### src/rtl/led_out_device_if.sv
// CPU I/O bus bundle for the LED output peripheral: command strobe/word in,
// ack/err/irq pulses, pin state and status word out.
interface led_out_device_if;
   logic        we;
   logic [31:0] in;
   logic        ack;
   logic        err;
   logic        irq;
   logic [3:0]  led;
   logic [31:0] out;

   modport master (
      output we,
      output in,
      input  ack,
      input  err,
      input  irq,
      input  led,
      input  out
   );

   modport slave (
      input  we,
      input  in,
      output ack,
      output err,
      output irq,
      output led,
      output out
   );
endinterface

### src/rtl/led_out_device.sv
// Four-channel LED driver on the CPU I/O bus: static, blink and timed-pulse modes
// paced by a shared prescaler tick, with an irq pulse on pulse expiry.
module led_out_device #(
   parameter int unsigned PRESCALE = 50000
) (
   input logic              clk,
   input logic              rst,
   led_out_device_if.slave  bus
);

   typedef enum logic [1:0] {ModeOff, ModeOn, ModeBlink, ModePulse} mode_e;

   localparam int unsigned PsW     = $clog2(PRESCALE);
   localparam logic [7:0]  OpNop   = 8'd0;
   localparam logic [7:0]  OpSet   = 8'd1;
   localparam logic [7:0]  OpBlink = 8'd2;
   localparam logic [7:0]  OpPulse = 8'd3;

   logic [PsW-1:0] ps_q;
   mode_e          mode_q [4];
   logic [7:0]     cnt_q  [4];
   logic [7:0]     per_q  [4];
   logic [3:0]     led_q;
   logic           ack_q, err_q, exp_q, irq_q;

   logic       tick, known, zero_pulse;
   logic [7:0] opcode, arg, arg_min1;
   logic [3:0] mask, cmd_hit, expire, pend;
   logic       unused;

   always_comb begin
      opcode     = bus.in[31:24];
      arg        = bus.in[15:8];
      mask       = bus.in[3:0];
      arg_min1   = (arg == 8'd0) ? 8'd1 : arg;
      tick       = (ps_q == PsW'(PRESCALE - 1));
      known      = (opcode == OpSet) || (opcode == OpBlink) || (opcode == OpPulse);
      zero_pulse = bus.we && (opcode == OpPulse) && (arg == 8'd0) && (mask != 4'd0);
      cmd_hit    = '0;
      pend       = '0;
      expire     = '0;
      for (int n = 0; n < 4; n++) begin
         // A command to a channel swallows any tick landing on the same edge.
         cmd_hit[n] = bus.we && known && mask[n];
         pend[n]    = (mode_q[n] == ModePulse);
         expire[n]  = tick && !cmd_hit[n] && pend[n] && (cnt_q[n] == 8'd1);
      end
   end

   always_ff @(posedge clk or negedge rst) begin
      if (!rst) begin
         ps_q  <= '0;
         led_q <= '0;
         ack_q <= 1'b0;
         err_q <= 1'b0;
         exp_q <= 1'b0;
         irq_q <= 1'b0;
         for (int n = 0; n < 4; n++) begin
            mode_q[n] <= ModeOff;
            cnt_q[n]  <= '0;
            per_q[n]  <= '0;
         end
      end else begin
         ps_q  <= tick ? '0 : ps_q + PsW'(1);
         ack_q <= bus.we;
         err_q <= bus.we && !known && (opcode != OpNop);
         // Expiry is flagged on the tick edge; irq follows one cycle later.
         exp_q <= (|expire) || zero_pulse;
         irq_q <= exp_q;
         for (int n = 0; n < 4; n++) begin
            if (cmd_hit[n]) begin
               unique case (opcode)
                  OpSet: begin
                     mode_q[n] <= bus.in[16] ? ModeOn : ModeOff;
                     led_q[n]  <= bus.in[16];
                  end
                  OpBlink: begin
                     mode_q[n] <= ModeBlink;
                     per_q[n]  <= arg_min1;
                     cnt_q[n]  <= arg_min1;
                     led_q[n]  <= 1'b1;
                  end
                  OpPulse: begin
                     if (arg == 8'd0) begin
                        mode_q[n] <= ModeOff;
                        led_q[n]  <= 1'b0;
                     end else begin
                        mode_q[n] <= ModePulse;
                        cnt_q[n]  <= arg;
                        led_q[n]  <= 1'b1;
                     end
                  end
                  default: ;
               endcase
            end else if (tick) begin
               case (mode_q[n])
                  ModeBlink: begin
                     if (cnt_q[n] == 8'd1) begin
                        led_q[n] <= ~led_q[n];
                        cnt_q[n] <= per_q[n];
                     end else begin
                        cnt_q[n] <= cnt_q[n] - 8'd1;
                     end
                  end
                  ModePulse: begin
                     if (cnt_q[n] == 8'd1) begin
                        mode_q[n] <= ModeOff;
                        led_q[n]  <= 1'b0;
                        cnt_q[n]  <= '0;
                     end else begin
                        cnt_q[n] <= cnt_q[n] - 8'd1;
                     end
                  end
                  default: ;
               endcase
            end
         end
      end
   end

   assign unused  = ^{bus.in[23:17], bus.in[7:4]};
   assign bus.ack = ack_q;
   assign bus.err = err_q;
   assign bus.irq = irq_q;
   assign bus.led = led_q;
   assign bus.out = {8'd2, 8'd0, 8'd0, pend, led_q};

endmodule

### src/flat_wrapper.sv
// flat-port wrapper written by rule: the top's interface ports become plain ports
module led_out_device_flat 
#(
   parameter int unsigned PRESCALE = 50000
)
  (clk, rst, bus_we, bus_in, bus_ack, bus_err, bus_irq, bus_led, bus_out);
  led_out_device_if bus_i ();
  input logic clk;
  input logic rst;
  input wire logic [$bits(bus_i.we)-1:0] bus_we;
  input wire logic [$bits(bus_i.in)-1:0] bus_in;
  output wire logic [$bits(bus_i.ack)-1:0] bus_ack;
  output wire logic [$bits(bus_i.err)-1:0] bus_err;
  output wire logic [$bits(bus_i.irq)-1:0] bus_irq;
  output wire logic [$bits(bus_i.led)-1:0] bus_led;
  output wire logic [$bits(bus_i.out)-1:0] bus_out;
  assign bus_i.we = bus_we;
  assign bus_i.in = bus_in;
  assign bus_ack = bus_i.ack;
  assign bus_err = bus_i.err;
  assign bus_irq = bus_i.irq;
  assign bus_led = bus_i.led;
  assign bus_out = bus_i.out;
  led_out_device #(.PRESCALE(PRESCALE)) u_core (.clk(clk), .rst(rst), .bus(bus_i));
endmodule
### config.mk
export PLATFORM = sky130hd
export DESIGN_NAME = led_out_device_flat
export DESIGN_NICKNAME = d
export VERILOG_FILES = /design/src/rtl/led_out_device_if.sv /design/src/rtl/led_out_device.sv /design/src/flat_wrapper.sv
export SDC_FILE = /design/constraint.sdc
export NUM_CORES = 1
export LEC_CHECK = 0
export ABC_AREA = 0
export BUFFER_PORTS_ARGS = -buffer_cell sky130_fd_sc_hd__buf_4
export CELL_PAD_IN_SITES_DETAIL_PLACEMENT = 1
export CELL_PAD_IN_SITES_GLOBAL_PLACEMENT = 1
export CORE_MARGIN = 2
export CORE_UTILIZATION = 45
export DETAILED_ROUTE_END_ITERATION = 7
export PLACE_DENSITY_LB_ADDON = 0.1
export SYNTH_ARGS = -nofsm -noshare
export SYNTH_HDL_FRONTEND = slang
export SYNTH_SLANG_ARGS = --single-unit
### constraint.sdc
create_clock -name clk -period 2.8 [get_ports clk]
set_clock_uncertainty 0.05 [all_clocks]
set_input_delay 0.14 -clock clk [delete_from_list [all_inputs] [get_ports clk]]
set_output_delay 0.14 -clock clk [all_outputs]
set_load 0.005 [all_outputs]
==> flow_summary.toml <==
[floorplanning]
rows = 41
io_pins = 74
die_w_um = 117.4
die_h_um = 117.4
core_area_um2 = 12570
initial_core_util_pct = 46.00
die_area_um2 = 13770

[critical_path]
r2r_setup_slack_ps = 350
cp_cell_sequence = "or4_1, or4_1, o32a_1, mux2_4"
crit_buf_inv = 0
cpMostUsedCell = "or4_1"
worstSetupPathType = "reg -> reg"
crit_path_max_fanout = 10
startpoint_type = "flop"
cp.required_ps = 2990
cpMaxStageDelayCell = "or4_1"
slowest_delay_ps = 590
arrival_ps = 2640
cp_top_family = "simple AND/OR/NAND/NOR gates"
end_kind = "flop"

[pwr]
cellLeakagePower_nw = 3.007
powerDensity_nw_per_um2 = 450.6
power.total_w = 0.002907
vdd_drop_max_mv = 0.3509

[placement]
gp_congestion = 0.8680
dpl-instance-area_um2 = 6176
dp_hpwl_um = 11530
numPortBuffers = 38

[outcome]
status = "completed"

[synth]
synth-edff-count = 0
ys.flop_type = "dfrtp_1"
ys_async_sr_fraction_pct = 100.0
postSynthAreaPerCell_um2 = 9.652
yosysWarnings = 0
synth_cells = 599
synth.distinct_cells = 64
synthesis.area_um2 = 5782
synth-seq-cells = 96
ys_seq_area_share_pct = 41.55

[clock_network]
cts_buffer_depth = 2
clk_pin_slew_ps = 60
htreeDepth = 3
cts_resized = 0
cts_tree = "done"
cts_root_buffer = "clkbuf_16"
cts_buffers = 9
clk_latency_ps = 350
clock_sinks = 96

[route]
drt-pass1-iter-count = 4
wl_per_cell_um = 20.09
ant_nets = 0
drc = 0
routed_wl_um = 16210
drt-initial-drc-count = 196
viasPerCell = 5.905
vias = 4765

[finish]
fin_area_um2 = 6451
final_core_util_pct = 51.33
n_antenna_cell = 0
area_growth_pct = 11.58
nNetsFinal = 676
layout-drive-gt1-share_pct = 14.96
fillers = 1434

[timing]
fmax_ghz = 0.4074
fin_crit_sh_pct = 87.65
tightest_slew_ps = 674.3
finalHoldViolCount = 0
min_period_ps = 2454
maxSlewViolCount = 0
setup-tns-final_ps = 0
grt_setup_unrepaired = "no"
finalSetupViolCount = 0
max_slew_margin_pct = 55.05

[min_path]
hold_path.class = "in -> reg"

[global_routing]
grt_use_total_pct = 24.14
grt_max_degree = 50
overflow = 0
grt_pass1_wl_um = 26280
grt_pass1_vias = 4921
antenna_found_initial = 0

[flow_run]
drv_cap = 0
[synthesized netlist by cell type, types with 9 or more instances]
| master | number | share of area (%) |
|---|---|---|
| nor2_1 | 34 | 2.2 |
| clkbuf_1 | 15 | 0.97 |
| mux2i_1 | 29 | 5.0 |
| buf_2 | 9 | 0.78 |
| o21ai_0 | 34 | 2.9 |
| nand4_1 | 26 | 2.8 |
| dfrtp_1 | 96 | 42 |
| buf_4 | 28 | 3.6 |
| mux2_1 | 25 | 4.9 |
| ha_1 | 9 | 1.9 |
| o22ai_1 | 9 | 0.97 |
| nand3_1 | 32 | 2.8 |
| a21oi_1 | 17 | 1.5 |
| and3_1 | 9 | 0.97 |
| nand2_1 | 45 | 2.9 |
| inv_1 | 17 | 1.1 |
| xnor2_1 | 19 | 2.9 |
| nor3_1 | 11 | 0.95 |
[where the power goes]
part	switching (W)	internal, W
clock	0.000517	0.000617
sequential	0.0000385	0.00142
combinational	0.000183	0.000137
[registers in the layout (all words and copies together), names as in the netlist, 4 cells and up]
name and flops:
u_core.cnt_q 32, u_core.per_q 32, u_core.ps_q 16, u_core.mode_q 8
u_core.bus.led 4
[worst paths after layout]
check | startpoint | end | cells after the start
worst min register to register | u_core.exp_q$_DFF_PN0_ | u_core.bus.irq$_DFF_PN0_ | 0
min in group asynchronous | rst | u_core.cnt_q[30]$_DFFE_PN0P_ | 2
max in group asynchronous | rst | u_core.ps_q[14]$_DFF_PN0_ | 3
worst min-delay path | bus_in[14] | u_core.per_q[6]$_DFFE_PN0P_ | 2
worst max-delay path | u_core.ps_q[12]$_DFF_PN0_ | u_core.cnt_q[31]$_DFFE_PN0P_ | 4
worst max register to register | u_core.ps_q[12]$_DFF_PN0_ | u_core.cnt_q[31]$_DFFE_PN0P_ | 4
[per-layer routing]
| layer | part of all wire [%] | track usage [%] | vias to the layer above |
|---|---|---|---|
| met2 | 49 | 40.64 | 100 |
| met3 | 4.0 | 4.864 | 21 |
| li1 | - | - | 2204 |
| met4 | 1.9 | 8.283 | 0 |
| met5 | 0 | 0 | - |
| met1 | 45 | 31.02 | 2440 |
[cells by family (layout without fill, tap and decap cells)]
| family | Yosys count | after routing | synth area share, % |
|---|---|---|---|
| other | 2 | 24 | 0.1299 |
| buffers and inverters | 76 | 90 | 7.206 |
| AO/OA/AOI/OAI | 115 | 115 | 13.01 |
| adder cells (fa/ha/maj) | 9 | 9 | 1.948 |
| multiplexers | 64 | 64 | 11.97 |
| XOR/XNOR | 24 | 24 | 3.636 |
| AND/OR/NAND/NOR | 213 | 213 | 20.56 |
| flip-flops | 96 | 96 | 41.55 |
[layout by cell type, fill, tap and decap left out, types with 11 or more instances in the layout]
cell,n
xnor2_1,19
dfrtp_1,96
mux2i_1,29
mux2_1,25
a21oi_1,17
o21ai_0,34
buf_4,56
conb_1,24
nand3_1,32
inv_1,17
nor2_1,34
nor3_1,11
nand2_1,45
nand4_1,26
[cell type report]
cell class | count | area [µm²] | area share (%)
Clock buffer | 13 | 250.2 | 3.879
Multi-Input combinational cell | 449 | 3054 | 47.34
Timing Repair Buffer | 59 | 460.4 | 7.137
Inverter | 17 | 63.81 | 0.9891
Clock inverter | 1 | 5.005 | 0.07758
Tap cell | 172 | 215.2 | 3.336
Sequential cell | 96 | 2402 | 37.24
[through the flow]
stage	setup slack [ps]	cells	hold slack, ps
6_report	345.7	807	94.15
5_1_grt	271.2	807	98.47
4_1_cts	346.3	807	86.88
3_5_place_dp	355.7	791	170.9
3_3_place_gp	347.4	791	164.9
2_1_floorplan	619.3	621	-205.6
[repair_timing]
item | in CTS | in global routing
setup buffers | 0 | 0
endpoints found under the hold margin | 48 | 0
hold buffers | 2 | 0
No activity file was read; power rests on OpenSTA's default activity.
